`src/rtl/instruction_fetch_queue.sv`:
```
// Instruction fetch queue: fetches sequential instruction words from memory
// into a small circular FIFO and issues them one at a time to decode.
//
// Ports
//   clock          rising-edge clock for all state
//   resetN         synchronous active-low reset
//   memReq/memAddr instruction-memory read request and word address (registered)
//   memReady       one-cycle strobe: memData is valid for the outstanding request
//   memData        returned instruction word
//   redirectValid  branch/jump redirect strobe; flushes the queue
//   redirectPc     new word-address PC loaded on redirect
//   decodeReady    decode can accept an instruction
//   decodePulse    one-cycle issue strobe (registered)
//   instr/pcNumber issued instruction word and its word-address PC (registered)
//   available      instr/pcNumber hold a valid issued instruction (registered)
//   queueCount     current FIFO occupancy, 0..DEPTH (registered)
module instruction_fetch_queue #(
  parameter int unsigned DEPTH = 4
) (
  input  logic                      clock,
  input  logic                      resetN,
  output logic                      memReq,
  output logic [31:0]               memAddr,
  input  logic                      memReady,
  input  logic [31:0]               memData,
  input  logic                      redirectValid,
  input  logic [31:0]               redirectPc,
  input  logic                      decodeReady,
  output logic                      decodePulse,
  output logic [31:0]               instr,
  output logic [31:0]               pcNumber,
  output logic                      available,
  output logic [$clog2(DEPTH):0]    queueCount
);

  localparam int unsigned PW = (DEPTH > 1) ? $clog2(DEPTH) : 1;
  localparam int unsigned CW = $clog2(DEPTH) + 1;

  typedef enum logic [1:0] {
    IDLE    = 2'd0,
    BUSY    = 2'd1,
    DISCARD = 2'd2
  } state_t;

  state_t          state;
  logic [31:0]     fetch_pc;
  logic [PW-1:0]   rd_ptr;
  logic [PW-1:0]   wr_ptr;
  logic [31:0]     q_instr [DEPTH];
  logic [31:0]     q_pc    [DEPTH];

  logic            push_c;
  logic            pop_c;
  logic            fetch_c;

  // Accept returned data only for a live request; a redirect kills it.
  assign push_c  = (state == BUSY) && memReady && !redirectValid;

  // Pop only from entries already registered (no bypass), and never on
  // back-to-back cycles so decode sees a rising edge per instruction.
  assign pop_c   = (queueCount != '0) && decodeReady && !redirectValid && !decodePulse;

  // Nothing is in flight while IDLE, so occupancy alone bounds the fetch.
  assign fetch_c = (state == IDLE) && (queueCount < CW'(DEPTH)) && !redirectValid;

  // Queue storage; contents need no reset because pointers/count gate reads.
  always_ff @(posedge clock) begin
    if (resetN && push_c) begin
      q_instr[wr_ptr] <= memData;
      q_pc[wr_ptr]    <= fetch_pc;
    end
  end

  // Pointers and occupancy; a redirect empties the queue.
  always_ff @(posedge clock) begin
    if (!resetN) begin
      rd_ptr     <= '0;
      wr_ptr     <= '0;
      queueCount <= '0;
    end else if (redirectValid) begin
      rd_ptr     <= '0;
      wr_ptr     <= '0;
      queueCount <= '0;
    end else begin
      if (push_c) wr_ptr <= wr_ptr + PW'(1);
      if (pop_c)  rd_ptr <= rd_ptr + PW'(1);
      case ({push_c, pop_c})
        2'b10:   queueCount <= queueCount + CW'(1);
        2'b01:   queueCount <= queueCount - CW'(1);
        default: queueCount <= queueCount;
      endcase
    end
  end

  // Issue stage: registers the popped head towards decode.
  always_ff @(posedge clock) begin
    if (!resetN) begin
      decodePulse <= 1'b0;
      available   <= 1'b0;
      instr       <= '0;
      pcNumber    <= '0;
    end else if (redirectValid) begin
      decodePulse <= 1'b0;
      available   <= 1'b0;
    end else if (pop_c) begin
      decodePulse <= 1'b1;
      available   <= 1'b1;
      instr       <= q_instr[rd_ptr];
      pcNumber    <= q_pc[rd_ptr];
    end else begin
      decodePulse <= 1'b0;
    end
  end

  // Fetch FSM. DISCARD waits out a request whose data a redirect made stale;
  // memReq/memAddr stay held until that memory response arrives.
  always_ff @(posedge clock) begin
    if (!resetN) begin
      state    <= IDLE;
      fetch_pc <= '0;
      memReq   <= 1'b0;
      memAddr  <= '0;
    end else begin
      case (state)
        IDLE: begin
          if (redirectValid) begin
            fetch_pc <= redirectPc;
          end else if (fetch_c) begin
            state   <= BUSY;
            memReq  <= 1'b1;
            memAddr <= fetch_pc;
          end
        end
        BUSY: begin
          if (redirectValid) begin
            fetch_pc <= redirectPc;
            // A response landing with the redirect closes the request here.
            if (memReady) begin
              state  <= IDLE;
              memReq <= 1'b0;
            end else begin
              state  <= DISCARD;
            end
          end else if (memReady) begin
            fetch_pc <= fetch_pc + 32'd1;
            state    <= IDLE;
            memReq   <= 1'b0;
          end
        end
        DISCARD: begin
          if (redirectValid) fetch_pc <= redirectPc;
          if (memReady) begin
            state  <= IDLE;
            memReq <= 1'b0;
          end
        end
        default: begin
          state  <= IDLE;
          memReq <= 1'b0;
        end
      endcase
    end
  end

endmodule

```
`config.mk`:
```
export PLATFORM = sky130hd
export DESIGN_NAME = instruction_fetch_queue
export DESIGN_NICKNAME = d
export VERILOG_FILES = /design/src/rtl/instruction_fetch_queue.sv
export SDC_FILE = /design/constraint.sdc
export NUM_CORES = 1
export LEC_CHECK = 0
export ABC_AREA = 1
export CELL_PAD_IN_SITES_DETAIL_PLACEMENT = 1
export CELL_PAD_IN_SITES_GLOBAL_PLACEMENT = 2
export CORE_UTILIZATION = 39
export DETAILED_ROUTE_END_ITERATION = 6
export PLACE_DENSITY_LB_ADDON = 0.1
export SLEW_MARGIN = 20
export SYNTH_ARGS = -nofsm -noshare
export SYNTH_HDL_FRONTEND = slang
export SYNTH_SLANG_ARGS = --single-unit
```
`constraint.sdc`:
```
create_clock -name clock -period 10.6 [get_ports clock]
set_input_delay 2.12 -clock clock [delete_from_list [all_inputs] [get_ports clock]]
set_output_delay 2.12 -clock clock [all_outputs]
set_load 0.02 [all_outputs]
```
; After elaboration in Yosys (flattened, before gate mapping)
; Memory sizes are Yosys's and may differ from the RTL's. A register that Yosys moved wholly into a read port is not among the register bits.
; Index checks and enable logic that the tools add are counted.
[totals]
register_bits = 76
ramBits = 256
inputBits = 69
n_memories = 2
[classes]
addsub = 5
magnitude_cmp = 1
n_eq_ne = 9
n_mux = 18
n_bitwise = 2
reduce_logical = 24
[memory_table]
columns = memory, words, width, read_ports, rd_clocked_by_memory_dff, write_ports, line
row1 = q_instr, 4, 32, 1, 1, 1, 49  ; logic [31:0] q_instr [DEPTH];
row2 = q_pc, 4, 32, 1, 1, 1, 50  ; logic [31:0] q_pc [DEPTH];
[ops]
columns = cell, n
row1 = $mux W32, 3
row2 = $pmux W32 S2, 1
row3 = $add A32 B1 Y32 const B, 1
row4 = $mux W2, 5
row5 = $reduce_and A3 Y1, 3
row6 = $logic_and A1 B1 Y1, 8
row7 = $mux W1, 6
row8 = $pmux W2 S3, 1
row9 = $pmux W3 S2, 1
row10 = $reduce_or A2 Y1, 3
row11 = $add A2 B1 Y2 const B, 2
row12 = $eq A2 B1 Y1 const B, 2
row13 = $eq A2 B2 Y1 const B, 2
row14 = $logic_not A1 Y1, 4
row15 = $ne A2 B1 Y1 const B, 2
row16 = $ne A2 B2 Y1 const B, 2
row17 = $reduce_and A2 Y1, 2
row18 = $reduce_bool A2 Y1, 2
row19 = $add A3 B1 Y3 const B, 1
row20 = $lt A3 B3 Y1 const B, 1
row21 = $ne A3 B3 Y1 const B, 1
row22 = $reduce_bool A3 Y1, 1
row23 = $sub A3 B1 Y3 const B, 1
row24 = $logic_not A2 Y1, 1
row25 = other kinds (2), 3

; Depth between registers and ports, before layout
[depth]
ltp_word = 6
depth_mapped = 12

; Worst setup path after synthesis
; OpenSTA, ideal clock, no wires.
[synth_path]
path_kind = input port to flip-flop
startpoint = input resetN
endpoint = memory q_instr[0][0], enable pin
t_arrival_ns = 5.217
slack_ns = 4.897
path_stages = 3
cell_sequence = clkbuf_1 nand3_1 nor2_1
[synth_via]
elab_chain_cells = 3
[synth_lines]
columns = item, line
row1 = "start, declared", 21  ; input logic resetN,
row2 = $logic_and A1 B1 Y1, 68  ; if (resetN && push_c) begin
row3 = $mux W1, 68
row4 = $mux W1 (not written as such), 69  ; q_instr[wr_ptr] <= memData;
row5 = "end, declared", 49
; Every way passes these cells.

; Final worst setup path
[layout_path]
startpoint = input redirectValid
endpoint = register rd_ptr[1]
[layout_via]
elab_chain_cells = 3
word_cells_on_any_way = 4
classes_between = 4 x reduce/logical
[layout_lines]
columns = item, line
row1 = "start, declared", 26  ; input logic redirectValid,
row2 = $logic_not A1 Y1, 61  ; assign pop_c = (queueCount != '0) && decodeReady && !redirectValid && !decodePulse;
row3 = $logic_and A1 B1 Y1 (2 in a row), 61
row4 = "end signal, assigned", 86  ; if (pop_c) rd_ptr <= rd_ptr + PW'(1);
row5 = "end, declared", 47  ; logic [PW-1:0] rd_ptr;
; Several ways; a longest one is shown, not always the timed one.
; A chain may end at the register's enable or synchronous reset.

==> flow_summary.yaml <==
place:
  finalWeightedCongestion: 0.792
  numPortBuffers: 170
  dpl_cell_area_mm2: 0.0178
  hpwlAfterDp_um: 26800
global_routing:
  antenna_found_initial: 0
  grt_usage: 0.218
  grt_pass1_vias: 12300
  overflow: 0
  grt_max_degree: 94
  grt_pass1_wl_um: 69100
setup_path:
  regToRegEndpoint: "pcNumber[1]"
  crit_path_top_delay_cell: "buf_4"
  crit_chain: "clkdlybuf4s50_1, nor2_1, nand2_1, nor2_4, buf_4, inv_2, buf_4, nor2_1, inv_1, o21ai_0, a21oi_1"
  worstSetupEndpointType: "register"
  path_class: "in2reg"
  worstPathRequired_ns: 11.03
  crit_fanout: 68
  cpLargestDelayFamily: "buffers and inverters"
  timing.rr.start: "rd_ptr[0]"
  ff2ff_path_depth: 6
  path_depth: 11
  critical-path-max-stage-delay_ns: 0.62
  path_buf_inv: 5
  worst-r2r-setup-slack_ns: 7.47
  crit_arrival_ns: 5.10
  start_kind: "primary input"
timing:
  setup_tns_ns: 0
  slew_violations: 0
  fmax_mhz: 214
  hold_violations: 0
  slew_headroom: 0.276
  finClkSkew_ns: 0.0174
  fin_crit_ns: 4.67
  worstMarginPinSlew_ns: 1.09
  rsz0062_at_grt: "no"
  setup_viol: 0
  finalCritPeriodShare: 0.441
finish:
  syn_to_final_growth_pct: 23.1
  design_area_mm2: 0.0194
  nets: 1773
  antenna_cells: 0
  layout-drive-gt1-share: 0.0711
synthesis:
  synthCells: 1551
  ys_ff_latch: 396
  synth.avg_cell_area_um2: 10.2
  synth_edf_count: 256
  synth_top_flop_cell: "edfxtp_1"
  ys_top_cells_by_area: "edfxtp_1 (49%), dfxtp_1 (18%), nor2_1 (8.6%), o21ai_0 (7.7%), nand2_1 (4.2%)"
  synth_cell_types: 34
  ys_top_cells_by_count: "nor2_1 (360), edfxtp_1 (256), o21ai_0 (241)"
  yosys_warnings: 0
  yosysSeqAreaShare: 0.666
  post-synth-top-count-cell: "nor2_1"
  synth_fp_nets: 1631
  synth.cell_area_mm2: 0.0158
  synth_top_area_share: 0.488
  synthArstFlopShare: 0
  synth_top_area_cell: "edfxtp_1"
pwr:
  ir_drop_v: 0.000130
  powerDensity_mw_per_mm2: 183
  leakage_nw: 6.59
clocking:
  clkSlewWorstSetupHoldPaths_ns: 0.06
  cts-hold-fix-buffers: 0
  post_cts_buffers: 0
  cts.htree.levels: 2
  clockRootBuffer: "clkbuf_16"
  cts_buffers: 45
  clock_latency_ns: 0.57
  cts_resized: 0
  clock-sinks: 396
  tritoncts: "built"
  clockBufferDepth: 3
route:
  drc_errors: 0
  wire_per_inst_um: 19.7
  viasPerCell: 5.22
  drt_first_pass_iters: 5
  ant_nets: 0
  drtIter0Drc: 542
  finalWirelength_um: 44500
  vias: 11800
min_path:
  hp-start: "memAddr[10]"
  hold_depth: 2
  hold_path_class: "reg2reg"
  min_to: "memAddr[10]"
floorplan:
  start_util: 0.396
  io_pins: 171
  die_w_um: 203
  rows: 73
  die_h_um: 203
  dieArea_mm2: 0.0412
  core_mm2: 0.0398
job:
  maxCapViolCount: 0
outcome:
  run_status: "complete, no violations"
-- area by class of cell --
| type | instances | area (um2) |
|---|---|---|
| Tap cell | 525 | 657 |
| Timing Repair Buffer | 183 | 1790 |
| Multi-Input combinational cell | 1008 | 4670 |
| Clock inverter | 23 | 309 |
| Clock buffer | 60 | 1240 |
| Sequential cell | 396 | 10500 |
| Fill cell | 4379 | 20400 |
| Inverter | 59 | 223 |
-- stage by stage --
step	setup slack (ns)	power, mW	hold WS (ns)	std cells	utilization
finish	5.93	3.55	0.468	2254	0.487
global route	5.64	3.67	0.490	2254	0.487
CTS	5.96	3.59	0.469	2254	0.487
detailed placement	5.35	1.97	0.459	2171	0.448
global placement	5.38	1.97	0.461	2171	0.448
floorplan	4.90	1.86	0.490	1551	-
-- cell families (layout without fill, tap and decap cells) --
| logic type | Yosys count | count (layout) | synth area share |
|---|---|---|---|
| flip-flops | 396 | 396 | 0.666 |
| XOR/XNOR | 2 | 2 | 0.00111 |
| AO/OA/AOI/OAI | 394 | 394 | 0.132 |
| AND/OR/NAND/NOR | 601 | 601 | 0.151 |
| buffers and inverters | 147 | 325 | 0.0397 |
| adder cells (fa/ha/maj) | 11 | 11 | 0.00921 |
-- state kept, by name, indices dropped and copies added, names as in the netlist, 3 cells and up --
| name | count |
|---|---|
| fetch_pc | 32 |
| instr | 32 |
| pcNumber | 32 |
| q_pc | 128 |
| queueCount | 3 |
| q_instr | 128 |
| memAddr | 32 |
-- report_power, final --
| part | internal [mW] | switching, mW |
|---|---|---|
| Clock | 0.979 | 0.637 |
| Combinational | 0.0827 | 0.121 |
| Sequential | 1.68 | 0.0521 |
-- metal layers --
| layer | wire, um | track usage | share of wire | vias up |
|---|---|---|---|---|
| met5 | 0 | 0 | 0 | - |
| met4 | 1320 | 0.0806 | 0.030 | 0 |
| met3 | 1470 | 0.0270 | 0.033 | 78 |
| met2 | 21400 | 0.370 | 0.48 | 227 |
| met1 | 20300 | 0.284 | 0.46 | 5812 |
| li1 | - | - | - | 5643 |
-- layout by cell type, fill, tap and decap left out, types with 2 or more instances in the layout --
master / n
o211ai_1: 2
o21ai_0: 241
clkdlybuf4s50_1: 169
a21oi_1: 71
nand4_1: 3
nor2_2: 11
clkbuf_8: 4
bufinv_16: 6
a221oi_1: 2
o22ai_1: 65
clkinv_2: 8
dfxtp_1: 138
nand2_2: 8
clkbuf_16: 46
edfxtp_1: 256
xnor2_1: 2
clkinv_1: 2
inv_2: 5
a211oi_1: 2
o21ai_1: 6
nand2_1: 177
nor2_1: 356
clkinvlp_4: 2
inv_1: 53
ha_1: 10
clkinv_4: 3
a21oi_2: 2
nand3_1: 35
clkbuf_1: 10
nor2_4: 7
buf_4: 13
-- how the worst max path moves through the flow --
| stage | from | to |
|---|---|---|
| global placement | redirectValid | rd_ptr[1] |
| global route | redirectValid | rd_ptr[1] |
| CTS | redirectValid | rd_ptr[1] |
| finish | redirectValid | rd_ptr[1] |
| floorplan | resetN | q_instr[0][0] |
| detailed placement | redirectValid | rd_ptr[1] |
-- tightest hold or removal path: stages, from the launching register on --
cell and delay [ns]:
dfxtp_1 0.31, nand2_1 0.06, a21oi_1 0.05
Note: power is estimated with default switching activity, not from simulation.
==> RTL edit 1, RTL diff (config.mk and constraints unchanged) <==
Encoding of `state_t`: now one-hot (3 bits for 3 states).
--- a/src/rtl/instruction_fetch_queue.sv
+++ b/src/rtl/instruction_fetch_queue.sv
@@ -37,8 +37,8 @@
   localparam int unsigned CW = $clog2(DEPTH) + 1;
 
-  typedef enum logic [1:0] {
-    IDLE    = 2'd0,
-    BUSY    = 2'd1,
-    DISCARD = 2'd2
+  typedef enum logic [2:0] {
+    IDLE    = 3'b001,
+    BUSY    = 3'b010,
+    DISCARD = 3'b100
   } state_t;
 
Behaviour: same outputs for any inputs over 4 cycles, from zero or initial values and one cycle with resetN low; so few cycles prove little.
==> RTL edit 1 against the original RTL <==
Final area fell by 0.26%. Sequential cell count is 1 higher. Area after synthesis is 0.75% higher. Count of clock-buffer cells in the layout increased by 1. Non-clock buffer count grew 1. Routed wire length decreased by 1.6%. Utilization fell by 0.24 points. Worst setup slack worse by 0.075 ns. Synthesized cell count is 2.3% higher.
Power is not compared: it rests on default switching activity, and its combinational part moved more than twofold at a synthesized area within 25%.
==> RTL edit 1: results (changes against the original RTL) <==
TritonRoute pass-1 iters -> 4 (was 5)
Netlist cell types -> 34 (unchanged)
Crit path DAT -> 4.94 ns (was 5.10 ns)
Largest net degree at the start of global routing -> 111 (was 94)
Fin nets -> 1803 (was 1773)
Transition time of the tightest slew-check pin -> 1.04 ns (was 1.09 ns)
Synthesized Nets -> 1663 (was 1631)
Largest cells by area after synthesis -> edfxtp_1 48%, dfxtp_1 18%, nor2_1 8.7% (was edfxtp_1 49%, dfxtp_1 18%, nor2_1 8.6%)
Total GRT Usage -> 21.3% (was 21.8%)
Cell Area, Placed -> 18000 um^2 (was 17800 um^2)
Most instantiated cells after synthesis -> 366 x nor2_1, 256 x edfxtp_1, 245 x o21ai_0 (was 360 x nor2_1, 256 x edfxtp_1, 241 x o21ai_0)
Layout Skew -> 0.0214 ns (was 0.0174 ns)
Global placement routability congestion -> 0.806 (was 0.792)
Via count -> 11662 (was 11760)
Crit Path Max Fanout -> 33 (was 68)
Htree depth -> 2 (unchanged)
Drt initial violations -> 474 (was 542)
TritonCTS Buffers -> 44 (was 45)
HPWL Detailed -> 27.3 mm (was 26.8 mm)
Critical path's slowest cell -> nor2_4 (was buf_4)
Fraction of layout cells with a size suffix above 1 -> 6.18% (was 7.11%)
Critical path's largest stage delay -> 0.87 ns (was 0.62 ns)
Outcome -> complete, no violations (unchanged)
FILL cells -> 4390 (was 4379)
DRT Wirelength -> 43.8 mm (was 44.5 mm)
==> RTL edit 1: cell types whose count changed after synthesis, moves of 6 or more <==
| cell | unedited run | this run |
|---|---|---|
| nor2_2 | 12 | 5 |
| or2_2 | 1 | 8 |
| nor2_1 | 360 | 366 |
| nand3_1 | 35 | 52 |
| a21oi_1 | 71 | 61 |
| nand2_2 | 8 | 2 |
| inv_1 | 55 | 85 |
==> RTL edit 1: per-stage QoR <==
stage / instances / setup WS (ns) / util (%) / hold WS [ns]
after CTS: 2288 / 5.83 / 48.4 / 0.471
after global placement: 2206 / 5.30 / 45.0 / 0.459
after global routing: 2288 / 5.61 / 48.5 / 0.507
after floorplan: 1587 / 4.77 / - / 0.461
after detailed placement: 2206 / 5.22 / 45.0 / 0.461
final: 2288 / 5.86 / 48.5 / 0.467
==> RTL edit 1: worst paths after layout <==
kind,start,endpoint,depth (start not counted),slack (ns)
setup / recovery,redirectValid,q_pc[2][8],5,5.86
hold / removal,memReq,memReq,2,0.47
setup reg to reg,state[0],q_pc[2][8],6,7.49
hold reg to reg,memReq,memReq,2,0.47
==> RTL edit 1: worst max-delay path: cells and delay by family <==
kind / cells / cell delay (ns)
simple gates: 3 / 1.56
buf+inv: 2 / 1.19
==> RTL edit 1: layout make-up <==
class	instances	area (um^2)	share of cell area (%)
multi-input cells	1011	4650	24.0
inverters	89	335	1.73
flip-flops and latches	397	10500	54.4
clock buffers	61	1220	6.29
well taps	525	657	3.40
repair buffers	184	1810	9.35
clock inverters	21	161	0.834
==> RTL edit 1: cells by family after synthesis <==
kind of cell | after synthesis | synth area share, %
buffers and inverters | 179 | 4.72
DFF | 397 | 66.2
adders and majority gates | 7 | 0.599
xor gates and xnor gates | 6 | 0.331
and+or+nand+nor | 624 | 15.8
AOI/OAI and AO/OA | 374 | 12.3
==> RTL edit 1: per-layer routing <==
| layer | part of all wire [%] | GRT usage, % |
|---|---|---|
| met4 | 2.1 | 6.58 |
| met5 | 0 | 0 |
| met2 | 49 | 36.2 |
| met1 | 46 | 28.0 |
| met3 | 3.7 | 3.10 |
==> RTL edit 1: power by group through the flow <==
stage          Combinational, mW  Sequential (mW)  Clock, mW
2_1_floorplan              0.320             1.92          0
3_3_place_gp               0.536             1.94          0
3_5_place_dp               0.541             1.94          0
4_1_cts                    0.547             1.91       1.50
5_1_grt                    0.605             1.93       1.56
6_report                   0.536             1.91       1.46
==> RTL edit 2, RTL diff (config.mk and constraints unchanged) <==
Made on the original files. `DEPTH`: 4 -> 8.
--- a/src/rtl/instruction_fetch_queue.sv
+++ b/src/rtl/instruction_fetch_queue.sv
@@ -16,5 +16,5 @@
 //   queueCount     current FIFO occupancy, 0..DEPTH (registered)
 module instruction_fetch_queue #(
-  parameter int unsigned DEPTH = 4
+  parameter int unsigned DEPTH = 8
 ) (
   input  logic                      clock,
Ports: changed (resized queueCount); port bits go from 171 to 172. The function was not compared with the original's and may differ.
==> RTL edit 2 against the original RTL <==
Cell count rose by 44%. Register-to-register slack got worse by 0.47 ns. Total power rose by 61%. Area after synthesis rose by 63%. Utilization fell by 1.5 points. Routed wire length rose by 62%. Worst hold slack got worse by 0.0062 ns. Sequential cell count rose by 259. Via count rose by 50%. Final area rose by 58%. Worst setup slack got worse by 0.39 ns. Die area rose by 62%. Highest routed layer unchanged.
==> RTL edit 2: results (changes against the original RTL) <==
Outcome -> complete, no violations (unchanged)
Largest net degree at the start of global routing -> 129 (was 94)
Met2 GRT Util -> 37.8% (was 37.0%)
Cell Area, Placed -> 28000 um^2 (was 17800 um^2)
Most instantiated cells after synthesis -> 512 x edfxtp_1, 362 x o21ai_0, 355 x nor2_1 (was 360 x nor2_1, 256 x edfxtp_1, 241 x o21ai_0)
Synthesized Nets -> 2281 (was 1631)
Fin nets -> 2411 (was 1773)
Global placement routability congestion -> 0.738 (was 0.792)
Placed insts -> 3110 (was 2171)
Vias per cell -> 5.44 (was 5.22)
Critical path's slowest cell -> nor3_2 (was buf_4)
TritonCTS Buffers -> 74 (was 45)
Total GRT Usage -> 21.7% (was 21.8%)
Met3 WL -> 2.34 mm (was 1.47 mm)
VDD IR-drop max -> 0.124 mV (was 0.130 mV)
Avg Cell Area, Syn -> 11.7 um^2 (was 10.2 um^2)
First-pass GRT wire length -> 111 mm (was 69.1 mm)
Largest cells by area after synthesis -> edfxtp_1 60%, dfxtp_1 11%, o21ai_0 7.0% (was edfxtp_1 49%, dfxtp_1 18%, nor2_1 8.6%)
Biggest regs -> q_instr (256), q_pc (256) (was q_instr (128), q_pc (128))
Htree depth -> 3 (was 2)
R2R Setup Slk -> 7.00 ns (was 7.47 ns)
M1 GR Usage -> 28.1% (was 28.4%)
Layout Skew -> 0.0199 ns (was 0.0174 ns)
Buffers on Ports -> 171 (was 170)
Critical path's largest stage delay -> 0.87 ns (was 0.62 ns)
Crit Path Max Fanout -> 53 (was 68)
HPWL Detailed -> 40.5 mm (was 26.8 mm)
Clk Latency, worst-skew pair -> 0.61 ns (was 0.57 ns)
Synth Area in Adders -> 0.487% (was 0.921%)
Met2 routed WL -> 36.3 mm (was 21.4 mm)
Fraction of layout cells with a size suffix above 1 -> 7.27% (was 7.11%)
Post-synthesis xor/xnor area fraction -> 0.204% (was 0.111%)
Via count -> 17698 (was 11760)
Post-DR wirelength/cell -> 22.2 um (was 19.7 um)
Sequential cell area fraction in the yosys report -> 71.0% (was 66.6%)
Met3 Use GR -> 2.87% (was 2.70%)
Vias in the first global route -> 18809 (was 12262)
Drt initial violations -> 986 (was 542)
Netlist cell types -> 39 (was 34)
EDFF count, synth -> 512 (was 256)
Wl on met1 -> 32.2 mm (was 20.3 mm)
Initial antenna violation count -> 1 (was 0)
Leakage -> 10.0 nW (was 6.59 nW)
Transition time of the tightest slew-check pin -> 1.10 ns (was 1.09 ns)
Post-synthesis compound-gate area fraction -> 15.1% (was 13.2%)
==> RTL edit 2: final timing paths <==
kind	start	to	cells after the start
setup / recovery	redirectValid	q_instr[1][18]	7
hold / removal	available	available	1
hold reg to reg	available	available	1
setup reg to reg	state[1]	q_instr[1][18]	9
==> RTL edit 2: per-stage QoR <==
stage	power, mW	hold WS, ns	setup WS [ns]
4_1_cts	5.80	0.468	5.51
5_1_grt	5.93	0.480	5.27
6_report	5.74	0.462	5.54
3_3_place_gp	3.18	0.452	5.03
3_5_place_dp	3.19	0.457	4.90
2_1_floorplan	3.05	0.496	1.18
==> RTL edit 2: where the power goes <==
part	switching, mW	total (mW)	internal [mW]
logic	0.153	0.247	0.0937
clock network	1.04	2.60	1.57
registers	0.0709	2.89	2.82
total	1.26	5.74	4.48
==> RTL edit 2: cell type report <==
type	instances	area, um^2
flip-flops and latches	655	18200
well taps	855	1070
clock buffers	94	2010
multi-input cells	1351	6610
repair buffers	198	1930
fillers	6735	34300
diodes	3	7.51
clock inverters	44	477
inverters	52	204
